===== config.mk =====
export PLATFORM = sky130hd
export DESIGN_NAME = ecg_sample_writer
export DESIGN_NICKNAME = d
export VERILOG_FILES = /design/src/rtl/ecg_sample_writer_pkg.sv /design/src/rtl/ecg_sample_writer_edge.sv /design/src/rtl/ecg_sample_writer.sv
export SDC_FILE = /design/constraint.sdc
export NUM_CORES = 1
export LEC_CHECK = 0
export BUFFER_PORTS_ARGS = -buffer_cell sky130_fd_sc_hd__buf_2
export CAP_MARGIN = 5
export CORE_ASPECT_RATIO = 0.9
export CORE_MARGIN = 5
export CORE_UTILIZATION = 45
export CTS_CLUSTER_DIAMETER = 150
export DETAILED_ROUTE_END_ITERATION = 8
export PLACE_DENSITY = 0.69
export SYNTH_ARGS = -nofsm -noshare
export SYNTH_HDL_FRONTEND = slang
export SYNTH_SLANG_ARGS = --single-unit

===== constraint.sdc =====
create_clock -name clk -period 5.44 [get_ports clk]
set_input_delay 0 -clock clk [delete_from_list [all_inputs] [get_ports clk]]
set_output_delay 0 -clock clk [all_outputs]
set_load 0.03 [all_outputs]

===== src/rtl/ecg_sample_writer_pkg.sv =====
// Shared types and constants for the ECG sample capture path (package ecg_pkg).
package ecg_pkg;

    localparam int ADDR_W_DEF = 12;
    localparam int DATA_W_DEF = 12;

    localparam logic [7:0] OVR_MAX = 8'd255;

    typedef enum logic [1:0] {
        IDLE    = 2'd0,
        ARMED   = 2'd1,
        WRITING = 2'd2,
        DONE    = 2'd3
    } state_t;

    function automatic logic [7:0] sat_inc8(input logic [7:0] v);
        return (v == OVR_MAX) ? v : v + 8'd1;
    endfunction

endpackage


===== src/rtl/ecg_sample_writer_edge.sv =====
// Rising-edge detector for a slow strobe; the history reset value decides whether
// a strobe already high when reset is released counts as an edge.
module ecg_strobe_edge #(
    parameter logic RST_VAL = 1'b1
) (
    input  logic clk,
    input  logic rst_n,
    input  logic strobe,
    output logic rise
);

    logic strobe_q;

    always_ff @(posedge clk) begin
        if (!rst_n) strobe_q <= RST_VAL;
        else        strobe_q <= strobe;
    end

    assign rise = strobe & ~strobe_q;

endmodule


===== src/rtl/ecg_sample_writer.sv =====
// Captures strobed ECG samples into sequential sample-RAM addresses.
// Define ECG_WRITER_WRAP_EN for circular capture with a sticky 'wrapped' flag.
module ecg_sample_writer
    import ecg_pkg::*;
#(
    parameter int ADDR_W = ADDR_W_DEF,
    parameter int DATA_W = DATA_W_DEF,
    parameter int DEPTH  = 4096
) (
    input  logic              clk,
    input  logic              rst_n,
    input  logic              start,
    input  logic              abort,
    input  logic              sample_strobe,
    input  logic [DATA_W-1:0] sample_data,
    output logic              mem_we,
    output logic [ADDR_W-1:0] mem_addr,
    output logic [DATA_W-1:0] mem_din,
    output logic [ADDR_W:0]   sample_count,
    output logic              busy,
    output logic              done,
`ifdef ECG_WRITER_WRAP_EN
    output logic              wrapped,
`endif
    output logic [7:0]        overrun_cnt
);

    localparam logic [ADDR_W:0]   DEPTH_C  = (ADDR_W+1)'(DEPTH);
    localparam logic [ADDR_W-1:0] LAST_PTR = ADDR_W'(DEPTH - 1);

    state_t            state;
    logic [ADDR_W-1:0] wr_ptr;
    logic              rise;

    ecg_strobe_edge #(.RST_VAL(1'b1)) u_edge (
        .clk    (clk),
        .rst_n  (rst_n),
        .strobe (sample_strobe),
        .rise   (rise)
    );

    assign busy = (state == ARMED) || (state == WRITING);
    assign done = (state == DONE);

    // A rise registers the write directly, so it appears one cycle later and
    // survives an abort that arrives in that following cycle.
    always_ff @(posedge clk) begin
        if (!rst_n) begin
            state        <= IDLE;
            wr_ptr       <= '0;
            mem_we       <= 1'b0;
            mem_addr     <= '0;
            mem_din      <= '0;
            sample_count <= '0;
            overrun_cnt  <= '0;
`ifdef ECG_WRITER_WRAP_EN
            wrapped      <= 1'b0;
`endif
        end else begin
            mem_we <= 1'b0;
`ifdef ECG_WRITER_WRAP_EN
            if (abort) wrapped <= 1'b0;
`endif
            case (state)
                IDLE: begin
                    if (start && !abort) begin
                        state        <= ARMED;
                        wr_ptr       <= '0;
                        sample_count <= '0;
                        overrun_cnt  <= '0;
`ifdef ECG_WRITER_WRAP_EN
                        wrapped      <= 1'b0;
`endif
                    end
                end
                ARMED: begin
                    // Wait for strobe low so a half-seen sample is never captured.
                    if (abort)               state <= IDLE;
                    else if (!sample_strobe) state <= WRITING;
                end
                WRITING: begin
                    if (abort) begin
                        state <= IDLE;
                    end else if (rise) begin
                        mem_we   <= 1'b1;
                        mem_addr <= wr_ptr;
                        mem_din  <= sample_data;
`ifdef ECG_WRITER_WRAP_EN
                        wr_ptr <= (wr_ptr == LAST_PTR) ? '0 : wr_ptr + 1'b1;
                        if (sample_count == DEPTH_C) wrapped <= 1'b1;
                        else                         sample_count <= sample_count + 1'b1;
`else
                        wr_ptr       <= wr_ptr + 1'b1;
                        sample_count <= sample_count + 1'b1;
                        if (sample_count == DEPTH_C - 1'b1) state <= DONE;
`endif
                    end
                end
                DONE: begin
                    if (abort) begin
                        state <= IDLE;
                    end else if (start) begin
                        state        <= ARMED;
                        wr_ptr       <= '0;
                        sample_count <= '0;
                        overrun_cnt  <= '0;
                    end else if (rise) begin
                        overrun_cnt <= sat_inc8(overrun_cnt);
                    end
                end
                default: state <= IDLE;
            endcase
        end
    end

endmodule


* After elaboration in Yosys (flattened, before gate mapping)
Index checks and enable logic that the tools add are counted.
** Storage, ports and cells
- Output and inout port bits :: 48
- Bits of input ports :: 17
- Flip-flop bits (word level) :: 61
- Word-level logic and storage cells :: 71
** Cells by class
- Reduce and logical (&&, ||, !) cells :: 11
- Bitwise gates (word level) :: 5
- Add/subtract/negate cells :: 3
- Equal/unequal tests :: 16
- Muxes and demuxes :: 28
** Operators by type and width (number)
- $mux 13 :: 5
- $mux 12 :: 5
- $mux 8 :: 5
- $pmux 13 s3 :: 1
- $pmux 12 s3 :: 1
- $mux 2 :: 8
- $pmux 8 s2 :: 1
- $add 13x1->13 const B :: 1
- $eq 13x12->1 const B :: 1
- $add 12x1->12 const B :: 1
- $ne 3x3->1 const B :: 4
- $ne 2x2->1 const B :: 5
- $reduce_and 5->1 :: 2
- $add 8x1->8 const B :: 1
- $eq 8x8->1 const B :: 1
- $pmux 2 s4 :: 1
- $ne 3x2->1 const B :: 2
- $reduce_and 6->1 :: 1
- $eq 2x2->1 const B :: 2
- $not 1->1 :: 4
- $reduce_and 3->1 :: 1
- $reduce_bool 3->1 :: 1
- $reduce_or 3->1 :: 1
- $eq 2x1->1 const B :: 1
- 7 further kinds :: 7

* Depth between registers and ports, before layout
- Word-level depth :: 6
- Mapped depth :: 8
- Gate-level depth less buffers :: 7

* By module
From an unflattened synthesis, not the netlist that was laid out.
** Unflattened totals
- Cell total of the unflattened synthesis :: 347
- Area total of the unflattened synthesis :: 2854.0 um^2
** By module, submodules not included
- ecg_sample_writer :: cells each 344, times used 1, area each 2813.9 um^2, sequential area each 1201.2 um^2
- ecg_strobe_edge :: cells each 3, times used 1, area each 40.0 um^2, sequential area each 20.0 um^2

* Least setup slack after synthesis
No wires, ideal clock.
- Path type :: reg2reg
- From :: register state[1]
- To :: register wr_ptr[11]
- Slack :: 3.348 ns
- Stages on the path, launching flop included :: 9
- Required time :: 5.312 ns
- Path buffers :: 1
- Data arrival time :: 1.965 ns
- Clock period less this slack :: 2.092 ns
- Setup time :: 0.128 ns
- Path through :: dfxtp_1 inv_1 ha_1 or2_2 a221o_1 buf_4 nor4_2 xnor2_1 nor2_1
** On the way
- Longest elaborated chain between the ends :: 3
- Elaborated cells between the ends (all ways) :: 11
- Those cells by class :: eq/ne: 7; mux: 1; reduce/logical: 3
** Ends and longest elaborated chain
- start: declaration :: line ecg_sample_writer.sv:31 : state_t state;
- start signal: assignment :: line ecg_sample_writer.sv:49 : state <= IDLE;
- start signal: assignment :: line ecg_sample_writer.sv:67 : state <= ARMED;
- start signal: assignment :: line ecg_sample_writer.sv:78 : if (abort) state <= IDLE;
- $eq 2x2->1 or $logic_not 2->1 (tied branches) :: line ecg_sample_writer.sv:64 : case (state)
- $ne 2x2->1 (no source line) or $reduce_bool 3->1 (tied branches)
- $reduce_and 6->1 (no source line)
- end signal: assignment :: line ecg_sample_writer.sv:93 : wr_ptr <= wr_ptr + 1'b1;
- end: declaration :: line ecg_sample_writer.sv:32 : logic [ADDR_W-1:0] wr_ptr;
Parallel ways exist; a longest one is shown, timed or not.
A chain may end at the register's enable or synchronous reset.

* Worst setup path in the final report
- From :: register state[1]
- To :: register sample_count[11]
** On the way
- Longest elaborated chain between the ends :: 3
- Elaborated cells between the ends (all ways) :: 11
- Those cells by class :: eq/ne: 7; mux: 1; reduce/logical: 3
** Ends and longest elaborated chain
- $eq 2x2->1 or $logic_not 2->1 (tied branches) :: line ecg_sample_writer.sv:64
- $ne 2x2->1 (no source line) or $reduce_bool 3->1 (tied branches)
- $reduce_and 6->1 (no source line)
- end signal: assignment :: line ecg_sample_writer.sv:94 : sample_count <= sample_count + 1'b1;
- end: declaration :: line ecg_sample_writer.sv:19 : output logic [ADDR_W:0] sample_count,
Parallel ways exist; a longest one is shown, timed or not.

==> out/metrics.yaml <==
outcome: "finished, final reports clean"
antenna_cells: 0
ctsHtreeMaxLevel: 3
wl_per_cell_um: 13.6
worstPathArrival_ns: 2.62
grtUsageTotal_pct: 17.1
ios: 65
max_freq_ghz: 0.416
io_buffers: 64
yosysTopAreaCell: "dfxtp_1"
period_share_pct: 44.1
post-route-drc-count: 0
die_h_um: 83.6
drv_cap: 0
path_max_fanout: 20
setup_violations: 0
yosysWarnings: 0
finalMaxSlewViolations: 0
worst_slew_pin_slew_ns: 0.990
synth_area_um2: 2710
synth-seq-cells: 61
dr.pass1.iters: 4
synth_common_cells: "nand2_1, dfxtp_1, a21oi_1"
cp-start-kind: "flip-flop"
vias: 2528
fin_skew_ns: 0.00411
final_nets: 426
antenna_found_initial: 0
power.switching_mw: 0.273
min_period_ns: 2.40
dp_cells: 446
ir_drop_mv: 0.219
finalNonFillerCells: 474
cts_tree: "built"
rows: 26
numClockSinks: 61
synth_cell_types: 42
slew_headroom_pct: 33.9
grt_max_degree: 32
clock_power_share_pct: 35.8
cts.repair.resized: 0
final_area_um2: 3370
placeableCoreArea_um2: 5760
p_comb_share_pct: 16.0
fill_cells: 539
drt_wl_total_um: 6430
synth_area_leaders: "dfxtp_1, nand2_1, a21oi_1"
hp-class: "in2reg"
leakagePower_nw: 1.34
power_density_nw_per_um2: 286
worstPathRequired_ns: 5.66
insertion_delay_ns: 0.34
synthFlopType: "dfxtp_1"
clkTransAtPathRegs_ns: 0.06
p_sw_share_pct: 28.3
synth_nets: 351
drive_gt1_share_pct: 22.3
yosysSeqAreaShare_pct: 45.1
fin_tns_setup_ns: 0
die_area_um2: 7670
start_util_pct: 47.0
viasPerCell: 5.33
synth_edf_count: 0
cts_root_buf: "clkbuf_8"
grt-ovfl-total: 0
place_congestion: 0.789
grt_pass1_vias: 2307
yosysTopAreaCellShare_pct: 45.1
die_w_um: 91.7
yosysMostFrequentCell: "nand2_1"
placed_area_um2: 3070
areaGrowthSynthToFinish_pct: 24.6
cts_buffer_depth: 2
grt_pass1_wl_um: 10800
async_flop_share_pct: 0
p_int_mw: 0.693
seqCellArea_um2: 1220
syn_avg_cell_area_um2: 8.30
sequentialPowerShare_pct: 48.1
hold_viol: 0
ant_nets: 0
final_util_pct: 58.6
multi_input_area_um2: 1390
rsz0062_at_grt: "no"
place_hpwl_um: 4260
numCtsBuffers: 9
post_cts_buffers: 0
first_iter_violations: 182
power_mw: 0.966
critical_path_class: "reg2reg"
synthCells: 326
cp-end-kind: "flip-flop"
-- registers in the layout (all words and copies together), names as in the netlist --
signal           count
sample_count        13
mem_addr            12
mem_din             12
wr_ptr              12
overrun_cnt          8
state                2
mem_we               1
u_edge.strobe_q      1
-- per-layer routing --
| layer | vias up | share of wire (%) | track usage, % |
|---|---|---|---|
| met5 | - | 0 | 0 |
| met1 | 1167 | 48 | 21.8 |
| met2 | 67 | 44 | 26.9 |
| met3 | 12 | 6.3 | 6.40 |
| li1 | 1282 | - | - |
| met4 | 0 | 1.5 | 4.86 |
-- power by group through the flow --
stage          logic (mW)  clock network (mW)  registers (mW)
5_1_grt             0.169               0.382           0.466
6_report            0.155               0.346           0.465
4_1_cts             0.155               0.358           0.465
3_3_place_gp        0.144                   0           0.474
2_1_floorplan       0.107                   0           0.477
3_5_place_dp        0.145                   0           0.474
-- per-stage QoR --
stage / setup WS [ns] / hold WS (ns)
3_3_place_gp: 3.11 / 0.242
6_report: 3.04 / 0.0239
2_1_floorplan: 3.35 / 0.101
5_1_grt: 2.89 / 0.0320
3_5_place_dp: 3.03 / 0.249
4_1_cts: 3.03 / 0.00264
-- what timing repair did --
action | in CTS | in global routing
endpoints found under the setup margin | 0 | 0
endpoints found under the hold margin | 13 | 0
hold buffers | 14 | 0
-- cell families after synthesis --
| family | count (synthesis) | share of synthesized area (%) |
|---|---|---|
| and+or+nand+nor | 146 | 26.3 |
| muxes | 1 | 0.416 |
| DFF | 61 | 45.1 |
| buffers and inverters | 24 | 3.56 |
| adders and majority gates | 8 | 3.70 |
| xor gates and xnor gates | 19 | 6.15 |
| AOI/OAI and AO/OA | 67 | 14.8 |
-- critical path, stage by stage, from the launching register on --
cell and delay [ns]:
dfxtp_1 0.40, inv_1 0.11, ha_1 0.24, or2_2 0.34
a221o_1 0.63, nor4_4 0.37, xnor2_1 0.14, nor2_1 0.06
-- cell usage in the layout (no fill, tap or decap), types with 8 or more instances in the layout --
cell           netlist  layout
clkbuf_8             0      11
nor2_1              25      25
xnor2_1             12      12
nand2_1             68      68
o21ai_0             11      11
ha_1                 8       8
nand3_1             10      10
dlygate4sd3_1        0      14
inv_1                8       8
a21oi_1             35      35
buf_2                2      64
dfxtp_1             61      61
nand4_1             10      10
-- final cells by class --
class,instances,share of cell area [%]
Sequential cell,61,36.2
Tap cell,70,2.60
Timing Repair Buffer,80,14.1
Inverter,8,0.890
Clock inverter,2,0.297
Multi-Input combinational cell,241,41.3
Clock buffer,12,4.60
-- path summary, 6_finish.rpt --
path              cells after the start        from               end  slack, ns
setup / recovery                      7    state[1]  sample_count[11]       3.04
hold / removal                        3       rst_n  sample_count[12]       0.02
setup reg to reg                      7    state[1]  sample_count[11]       3.04
hold reg to reg                       2  mem_din[8]        mem_din[8]       0.45
Note: power is estimated with default switching activity, not from simulation.
